--- config.mk ---
export PLATFORM = sky130hd
export DESIGN_NAME = tlb_arbiter
export DESIGN_NICKNAME = d
export VERILOG_FILES = /design/src/rtl/tlb_arb_pkg.sv /design/src/rtl/tlb_arbiter_rr.sv /design/src/rtl/tlb_arbiter.sv
export SDC_FILE = /design/constraint.sdc
export NUM_CORES = 1
export LEC_CHECK = 0
export ABC_AREA = 0
export BUFFER_PORTS_ARGS = -buffer_cell sky130_fd_sc_hd__buf_2
export CORE_ASPECT_RATIO = 0.8
export CORE_UTILIZATION = 46
export CTS_CLUSTER_SIZE = 12
export DETAILED_ROUTE_END_ITERATION = 10
export PLACE_DENSITY = 0.88
export SETUP_SLACK_MARGIN = 0.3
export SYNTH_ARGS = -nofsm -noshare
export SYNTH_HDL_FRONTEND = slang
export SYNTH_SLANG_ARGS = --single-unit
--- constraint.sdc ---
create_clock -name clock -period 2.4 [get_ports clock]
set_input_delay 0.24 -clock clock [delete_from_list [all_inputs] [get_ports clock]]
set_output_delay 0.24 -clock clock [all_outputs]
set_load 0.02 [all_outputs]
--- src/rtl/tlb_arb_pkg.sv ---
// Shared types and error-bit layout for the TLB port arbiter.
// Error vector widths grow by one timeout bit when TLB_ARB_TIMEOUT_EN is defined.
package tlb_arb_pkg;

    typedef enum logic [1:0] {
        IDLE,
        GRANT_F,
        GRANT_D,
        RESP
    } state_t;

    typedef enum logic {
        REQ_F,
        REQ_D
    } req_id_t;

    localparam int F_ERR_NOT_PRESENT = 0;
    localparam int F_ERR_NOT_USER    = 1;
    localparam int D_ERR_NOT_PRESENT = 0;
    localparam int D_ERR_NOT_USER    = 1;
    localparam int D_ERR_BAD_REQ     = 2;

`ifdef TLB_ARB_TIMEOUT_EN
    localparam int F_ERR_TIMEOUT = 2;
    localparam int D_ERR_TIMEOUT = 3;
    localparam int F_ERR_W       = 3;
    localparam int D_ERR_W       = 4;
`else
    localparam int F_ERR_W       = 2;
    localparam int D_ERR_W       = 3;
`endif

endpackage

--- src/rtl/tlb_arbiter_rr.sv ---
// Two-way round-robin pick: with both requesters eligible, the one that did
// not win last time is chosen. Purely combinational; last_grant lives in the parent.
module rr_arbiter2
    import tlb_arb_pkg::*;
(
    input  logic    elig_f,
    input  logic    elig_d,
    input  req_id_t last_grant,
    output logic    grant_valid,
    output req_id_t grant
);

    always_comb begin
        grant_valid = elig_f | elig_d;
        grant       = REQ_F;
        if (elig_f && elig_d) begin
            grant = (last_grant == REQ_F) ? REQ_D : REQ_F;
        end else if (elig_d) begin
            grant = REQ_D;
        end
    end

endmodule

--- src/rtl/tlb_arbiter.sv ---
// Shares one TLB port between fetch (F) and load/store (D) requesters.
// Optional watchdog enabled by defining TLB_ARB_TIMEOUT_EN.
module tlb_arbiter
    import tlb_arb_pkg::*;
#(
    parameter int ADDR_W         = 32,
    parameter int DATA_W         = 32,
    parameter int TIMEOUT_CYCLES = 64
) (
    input  logic               clock,
    input  logic               reset,
    input  logic               f_read,
    input  logic [ADDR_W-1:0]  f_address,
    input  logic               f_is_user,
    output logic               f_done,
    output logic [DATA_W-1:0]  f_rdata,
    output logic [F_ERR_W-1:0] f_err,
    input  logic               d_read,
    input  logic               d_write,
    input  logic [ADDR_W-1:0]  d_address,
    input  logic [DATA_W-1:0]  d_wdata,
    input  logic               d_is_user,
    output logic               d_done,
    output logic [DATA_W-1:0]  d_rdata,
    output logic [D_ERR_W-1:0] d_err,
    output logic [ADDR_W-1:0]  tlb_address,
    output logic               tlb_read,
    output logic               tlb_write,
    output logic [DATA_W-1:0]  tlb_wdata,
    output logic               tlb_is_user,
    input  logic               tlb_valid,
    input  logic [DATA_W-1:0]  tlb_rdata,
    input  logic               tlb_err_not_present,
    input  logic               tlb_err_not_user
);

    if (TIMEOUT_CYCLES < 2) begin : g_bad_timeout
        $error("TIMEOUT_CYCLES must be at least 2");
    end

    state_t             state_q, state_d;
    req_id_t            last_grant_q, resp_id_q, pick;
    logic               pick_valid, elig_f, elig_d, bad_req;
    logic               f_block_q, d_block_q;
    logic               in_grant, tlb_response, tlb_finish, timeout_hit;
    logic [ADDR_W-1:0]  lat_address;
    logic [DATA_W-1:0]  lat_wdata, f_rdata_q, d_rdata_q;
    logic               lat_is_user, lat_read, lat_write;
    logic [F_ERR_W-1:0] f_err_q, f_err_new;
    logic [D_ERR_W-1:0] d_err_q, d_err_new;

    // A port whose done pulsed last cycle sits out one IDLE cycle so a held request is not re-granted.
    assign elig_f       = f_read && !f_done && !f_block_q;
    assign elig_d       = (d_read || d_write) && !d_done && !d_block_q;
    assign bad_req      = d_read && d_write;
    assign in_grant     = (state_q == GRANT_F) || (state_q == GRANT_D);
    assign tlb_response = tlb_valid | tlb_err_not_present | tlb_err_not_user;
    assign tlb_finish   = tlb_response | timeout_hit;

    rr_arbiter2 u_rr (
        .elig_f      (elig_f),
        .elig_d      (elig_d),
        .last_grant  (last_grant_q),
        .grant_valid (pick_valid),
        .grant       (pick)
    );

`ifdef TLB_ARB_TIMEOUT_EN
    localparam int CNT_W = $clog2(TIMEOUT_CYCLES);
    logic [CNT_W-1:0] wd_count;

    always_ff @(posedge clock) begin
        if (!reset || !in_grant) begin
            wd_count <= '0;
        end else begin
            wd_count <= wd_count + 1'b1;
        end
    end

    assign timeout_hit = in_grant && !tlb_response && (wd_count == CNT_W'(TIMEOUT_CYCLES - 1));
`else
    assign timeout_hit = 1'b0;
`endif

    always_comb begin
        f_err_new = '0;
        d_err_new = '0;
        f_err_new[F_ERR_NOT_PRESENT] = tlb_err_not_present;
        f_err_new[F_ERR_NOT_USER]    = tlb_err_not_user;
        d_err_new[D_ERR_NOT_PRESENT] = tlb_err_not_present;
        d_err_new[D_ERR_NOT_USER]    = tlb_err_not_user;
`ifdef TLB_ARB_TIMEOUT_EN
        f_err_new[F_ERR_TIMEOUT]     = timeout_hit;
        d_err_new[D_ERR_TIMEOUT]     = timeout_hit;
`endif
    end

    always_ff @(posedge clock) begin
        if (!reset) begin
            state_q <= IDLE;
        end else begin
            state_q <= state_d;
        end
    end

    always_comb begin
        state_d = state_q;
        case (state_q)
            IDLE: begin
                if (pick_valid) begin
                    if (pick == REQ_F) begin
                        state_d = GRANT_F;
                    end else begin
                        state_d = bad_req ? RESP : GRANT_D;
                    end
                end
            end
            GRANT_F, GRANT_D: begin
                if (tlb_finish) begin
                    state_d = RESP;
                end
            end
            default: state_d = IDLE;
        endcase
    end

    always_comb begin
        tlb_read    = in_grant && lat_read;
        tlb_write   = in_grant && lat_write;
        tlb_address = lat_address;
        tlb_wdata   = lat_wdata;
        tlb_is_user = lat_is_user;
        f_done      = (state_q == RESP) && (resp_id_q == REQ_F);
        d_done      = (state_q == RESP) && (resp_id_q == REQ_D);
        f_rdata     = f_rdata_q;
        f_err       = f_err_q;
        d_rdata     = d_rdata_q;
        d_err       = d_err_q;
    end

    // Request latch and response capture; the TLB sees only latched values during a grant.
    always_ff @(posedge clock) begin
        if (!reset) begin
            last_grant_q <= REQ_D;
            resp_id_q    <= REQ_F;
            f_block_q    <= 1'b0;
            d_block_q    <= 1'b0;
            lat_address  <= '0;
            lat_wdata    <= '0;
            lat_is_user  <= 1'b0;
            lat_read     <= 1'b0;
            lat_write    <= 1'b0;
            f_rdata_q    <= '0;
            f_err_q      <= '0;
            d_rdata_q    <= '0;
            d_err_q      <= '0;
        end else begin
            f_block_q <= f_done;
            d_block_q <= d_done;
            case (state_q)
                IDLE: begin
                    if (pick_valid) begin
                        resp_id_q <= pick;
                        if (pick == REQ_F) begin
                            lat_address <= f_address;
                            lat_wdata   <= '0;
                            lat_is_user <= f_is_user;
                            lat_read    <= 1'b1;
                            lat_write   <= 1'b0;
                        end else if (bad_req) begin
                            last_grant_q <= REQ_D;
                            d_rdata_q    <= '0;
                            d_err_q      <= D_ERR_W'(1) << D_ERR_BAD_REQ;
                        end else begin
                            lat_address <= d_address;
                            lat_wdata   <= d_wdata;
                            lat_is_user <= d_is_user;
                            lat_read    <= d_read;
                            lat_write   <= d_write;
                        end
                    end
                end
                GRANT_F: begin
                    if (tlb_finish) begin
                        f_rdata_q    <= tlb_rdata;
                        f_err_q      <= f_err_new;
                        last_grant_q <= REQ_F;
                    end
                end
                GRANT_D: begin
                    if (tlb_finish) begin
                        d_rdata_q    <= tlb_rdata;
                        d_err_q      <= d_err_new;
                        last_grant_q <= REQ_D;
                    end
                end
                default: ;
            endcase
        end
    end

endmodule

# Word level (Yosys, flattened, before mapping)
# Index checks and enable logic that the tools add are counted.
classes:
  n_reduce_logical: 26
  n_bitwise: 4
  mux: 34
  n_eq_ne: 10
op_table:
  columns: ["operator", "count"]
  rows:
  - ["two-way mux 32 bit", 8]
  - ["one-hot mux 32 bit (2 select lines)", 1]
  - ["two-way mux 1 bit", 15]
  - ["!= test 2 bit (second input constant)", 7]
  - ["two-way mux 3 bit", 4]
  - ["logical AND 1 bit", 10]
  - ["two-way mux 2 bit", 3]
  - ["one-hot mux 3 bit (2 select lines)", 1]
  - ["AND reduction 2 bit", 3]
  - ["AND reduction 6 bit", 1]
  - ["AND reduction 5 bit", 1]
  - ["== test 2 bit (second input constant)", 2]
  - ["logical NOT 1 bit", 4]
  - ["one-hot mux 2 bit (2 select lines)", 1]
  - ["bitwise OR 1 bit", 3]
  - ["one-hot mux 1 bit (3 select lines)", 1]
  - ["AND reduction 3 bit", 1]
  - ["nonzero test 3 bit", 1]
  - ["== test 2 x 1 -> 1 bit (second input constant)", 1]
  - ["logical NOT 2 bit", 1]
  - ["logical OR 1 bit", 2]
  - ["nonzero test 2 bit", 1]
  - ["OR reduction 2 bit", 1]
  - ["inverter 1 bit", 1]
word_totals:
  regBits: 142
  input_bits: 138

# Logic depth before layout (Yosys ltp)
depth:
  depth_word: 10
  depth_mapped: 10
  mapped_depth_nobuf: 7

# Hierarchy
# From an unflattened synthesis, not the netlist that was laid out.
unflattened:
  cells_unflattened: 590
  area_unflattened_um2: 5485.3
modules_own_cells:
  columns: ["module", "instances", "cells_per_inst", "area_per_inst_um2", "seq_area_each_um2"]
  rows:
  - ["tlb_arbiter", 1, 588, 5471.5, 2842.7]
  - ["rr_arbiter2", 1, 2, 13.8, 0.0]

# Worst setup path after synthesis
# Ideal clock, no wire load.
synth_path:
  path_type: "flip-flop to flip-flop"
  startpoint: "reg state_q[0]"
  endpoint: "reg lat_address[23] (netlist: tlb_address[23])"
  setup_time_ps: 119
  slack_ps: 466
  n_path_buf: 2
  synth_period_minus_slack_ps: 1934
  arrival_time_ps: 1815
  path_stages_with_launch: 9
  cell_sequence: "dfxtp_1 > ha_1 > nor2b_2 > nor2_1 > a32o_1 > buf_4 > clkbuf_1 > o21ai_0 > a21oi_1"
synth_between:
  elab_chain_len: 9
  word_cells_on_any_way: 17
  cone_classes: "2 x eq/ne; 3 x mux; 1 x bitwise; 11 x reduce/logical"
synth_lines:
  columns: ["item", "line_no", "text"]
  rows:
  - ["from (decl)", "tlb_arbiter.sv:41", "state_t state_q, state_d;"]
  - ["from (signal assigned)", "tlb_arbiter.sv:102", "state_q <= state_d;"]
  - ["== test 2 bit *", "tlb_arbiter.sv:133", "f_done = (state_q == RESP) && (resp_id_q == REQ_F);"]
  - ["logical AND 1 bit *", "tlb_arbiter.sv:133", null]
  - ["via f_done", "tlb_arbiter.sv:15", "output logic f_done,"]
  - ["logical NOT 1 bit *", "tlb_arbiter.sv:53", "assign elig_f = f_read && !f_done && !f_block_q;"]
  - ["logical AND 1 bit * (2 in a row)", "tlb_arbiter.sv:53", null]
  - ["logical AND 1 bit", "tlb_arbiter_rr.sv:16", "if (elig_f && elig_d) begin"]
  - ["two-way mux 1 bit", "tlb_arbiter_rr.sv:16", null]
  - ["!= test 2 bit (no line)", null, null]
  - ["AND reduction 3 bit (no line)", null, null]
  - ["to (signal assigned)", "tlb_arbiter.sv:165", "lat_address <= f_address;"]
  - ["to (signal assigned)", "tlb_arbiter.sv:175", "lat_address <= d_address;"]
  - ["to (decl)", "tlb_arbiter.sv:46", "logic [ADDR_W-1:0] lat_address;"]
# The timed path passes the listed nets; every way through them passes the cells marked *.
# A chain may end at the register's enable or synchronous reset.

# Final worst setup path
layout_path:
  startpoint: "reg state_q[0]"
  endpoint: "reg d_rdata_q[30] (netlist: d_rdata[30])"
layout_between:
  elab_chain_len: 9
  word_cells_on_any_way: 22
  cone_classes: "6 x eq/ne; 3 x mux; 1 x bitwise; 12 x reduce/logical"
layout_lines:
  columns: ["item", "line_no", "text"]
  rows:
  - ["== test 2 bit", "tlb_arbiter.sv:133, tlb_arbiter.sv:134", null]
  - ["logical AND 1 bit, on equally long branches", "tlb_arbiter.sv:134, tlb_arbiter.sv:133", null]
  - ["logical NOT 1 bit, on equally long branches", "tlb_arbiter.sv:54, tlb_arbiter.sv:53", null]
  - ["logical AND 1 bit, on equally long branches (2 in a row)", "tlb_arbiter.sv:54, tlb_arbiter.sv:53", null]
  - ["two-way mux 1 bit / logical AND 1 bit (equally long branches)", "tlb_arbiter_rr.sv:18, tlb_arbiter_rr.sv:16", null]
  - ["two-way mux 1 bit", "tlb_arbiter_rr.sv:16", null]
  - ["!= test 2 bit (no line)", null, null]
  - ["AND reduction 5 bit (no line)", null, null]
  - ["to (signal assigned)", "tlb_arbiter.sv:192", "d_rdata_q <= tlb_rdata;"]
  - ["to (decl)", "tlb_arbiter.sv:47", "logic [DATA_W-1:0] lat_wdata, f_rdata_q, d_rdata_q;"]
# Parallel ways exist; a longest one is shown, timed or not.

==> impl_metrics.toml <==
[status]
status = "finished, final reports clean"

[routing]
dr.pass1.iters = 5
drcViolationCount = 0
ant_nets = 0
num_vias = 5777
via_per_inst = 5.22
wl_per_cell_um = 14.6
drt-initial-drc-count = 381
wl_mm = 16.2

[grt]
grt_pass1_wl_mm = 25.3
overflow = 0
grt_max_degree = 71
grt_antenna_before_repair = 0
grt_pass1_vias = 5318
track_usage_pct = 24.8

[synth]
netlist_area_mm2 = 0.00573
ys_seq_elements = 142
async_flop_share_pct = 0
synth_ff_type = "dfxtp_1"
seq_area_frac_synth_pct = 49.7
synth-edff-count = 0
post_synth.cell_area_avg_um2 = 8.23
syn_nets = 839
synth_warnings = 0
synthCells = 696
yosysUniqueCellTypes = 40

[clock_network]
clock_latency_ns = 0.41
cts.sinks = 142
htreeDepth = 4
cts_tree = "done"
cts_root_buffer = "clkbuf_16"
clk_pin_slew_ns = 0.06
post_cts_buffers = 0
numCtsBuffers = 17
cts_buffer_depth = 2

[power_and_ir_drop]
power_density_mw_per_mm2 = 1220
ir_drop_mv = 0.681
leakage_uw = 0.00359

[sta]
hold_ws_ns = 0.0653
min_period_ns = 1.97
hold_violations = 0
tns_ns = 0
fin_skew_ns = 0.00680
fmax_mhz = 507
timing.slew.headroom_pct = 56.1
setup_viol = 0
rsz0062_at_grt = "false"
worstMarginPinSlew_ns = 0.642
slew_viol_final = 0
fin_crit_sh_pct = 82.2

[placement]
port_buffers = 275
gp_congestion = 0.844
dpl.hpwl_mm = 11.3

[setup_path]
cp-startpoint = "state_q[0]"
rrSetupSlack_ns = 0.43
endpoint = "d_rdata[30]"
criticalPathCategory = "reg -> reg"
cp_max_fo = 70
r2r_cells = 7
reg2reg_to = "d_rdata[30]"
endpoint_kind = "register"
cp_data_required_time_ns = 2.73
start_kind = "register"
cp.arrival_ns = 2.30
r2r-start = "state_q[0]"

[floorplanning]
start_util_pct = 47.1
die_area_mm2 = 0.0129
fp.dieW_um = 127
placementRows = 36
core_area_mm2 = 0.0122
boundaryPins = 276
die_y_um = 102

[job]
drv_cap = 0

[min_path]
min_path_type = "in -> reg"
hp-start = "f_address[2]"

[layout]
final_common_cell = "buf_2"
mostFrequentLayoutCells = "buf_2 (274), dfxtp_1 (140), nand2_1 (137)"
nets = 1085
num_antenna_cells = 0
finish.utilization_pct = 64.9
drive_above_1_share_pct = 35.2
area_delta_synth_final_pct = 37.8
-- worst min-delay path by stage --
stage | to | slack (ns) | cells past startpoint
6_report | tlb_address[2] | 0.07 | 3
5_1_grt | tlb_address[20] | 0.07 | 3
4_1_cts | tlb_address[8] | 0.05 | 3
3_5_place_dp | tlb_wdata[31] | 0.45 | 2
3_3_place_gp | tlb_wdata[31] | 0.44 | 2
2_1_floorplan | tlb_address[10] | 0.37 | 2
-- routing by layer --
metal / wire length, um / part of all wire [%] / track usage, %
met1: 6990 / 43 / 30.2
met2: 7640 / 47 / 41.7
met3: 1220 / 7.6 / 7.08
met4: 308 / 1.9 / 10.2
met5: 0 / 0 / 0
-- cell type report --
| type | count | area (um^2) |
|---|---|---|
| fillers | 1047 | 4270 |
| repair buffers | 292 | 1570 |
| clock buffers | 22 | 484 |
| inverters | 6 | 22.5 |
| flip-flops and latches | 142 | 2850 |
| clock inverters | 10 | 183 |
| multi-input cells | 483 | 2590 |
| well taps | 152 | 190 |
-- Yosys cell counts (2+ instances only) --
| cell type | count | area, um^2 |
|---|---|---|
| buf_4 | 5 | 37.5 |
| nand2_1 | 138 | 518 |
| nand2b_1 | 3 | 18.8 |
| o21ai_0 | 61 | 305 |
| and2_1 | 5 | 31.3 |
| buf_1 | 3 | 11.3 |
| inv_1 | 6 | 22.5 |
| clkbuf_2 | 3 | 15.0 |
| ha_1 | 5 | 62.6 |
| o21ai_1 | 8 | 40.0 |
| nor2b_1 | 2 | 12.5 |
| a21boi_1 | 2 | 15.0 |
| dfxtp_1 | 142 | 2840 |
| a21boi_0 | 64 | 480 |
| nand3_1 | 103 | 515 |
| a21oi_1 | 70 | 350 |
| buf_2 | 14 | 70.1 |
| nor3b_1 | 2 | 15.0 |
| buf_6 | 4 | 45.0 |
| clkbuf_1 | 36 | 135 |
-- cells by family (layout without fill, tap and decap cells) --
logic type,after synthesis,after routing,synth area share [%]
compound gates,220,220,23.4
simple gates,258,258,20.0
fa+ha+maj,5,5,1.09
flops,142,142,49.7
buf+inv,71,330,5.88
-- state kept, by name, summed over array words and instances, names as in the netlist --
signal        flops
state_q           2
d_block_q         1
d_err             3
resp_id_q         1
lat_write         1
f_err             2
f_block_q         1
lat_read          1
d_rdata          32
f_rdata          32
tlb_address      32
last_grant_q      1
tlb_is_user       1
tlb_wdata        32
-- power by group --
| group | total, uW | switching (uW) | internal (uW) |
|---|---|---|---|
| clock | 2920 | 967 | 1950 |
| sequential | 3210 | 287 | 2920 |
| combinational | 3490 | 2330 | 1160 |
| total | 9620 | 3590 | 6030 |
-- worst max-delay path, cell delays in order (launching register included) --
cell and delay, ns:
dfxtp_2 0.34, ha_2 0.20, nor2b_4 0.15, o311a_2 0.47
a31oi_4 0.21, buf_12 0.27, nand3_1 0.12, o21ai_0 0.10
-- stage by stage --
stage               area, um^2  setup WS (ns)  total power [uW]  std cells
floorplan                 5730          0.466              5550        696
global placement          7200          0.422              6620       1075
detailed placement        7200          0.261              6690       1075
CTS                       7880          0.307              9640       1107
global route              7890          0.310             10100       1107
finish                    7890          0.427              9620       1107
-- what timing repair did --
action                     4_1_cts  5_1_grt
hold buffers                     0        0
hold endpoints to repair         0        0
setup endpoints to repair       17       54
gates resized for setup          3        5
cloned                           0        0
Note: power is estimated with default switching activity, not from simulation.
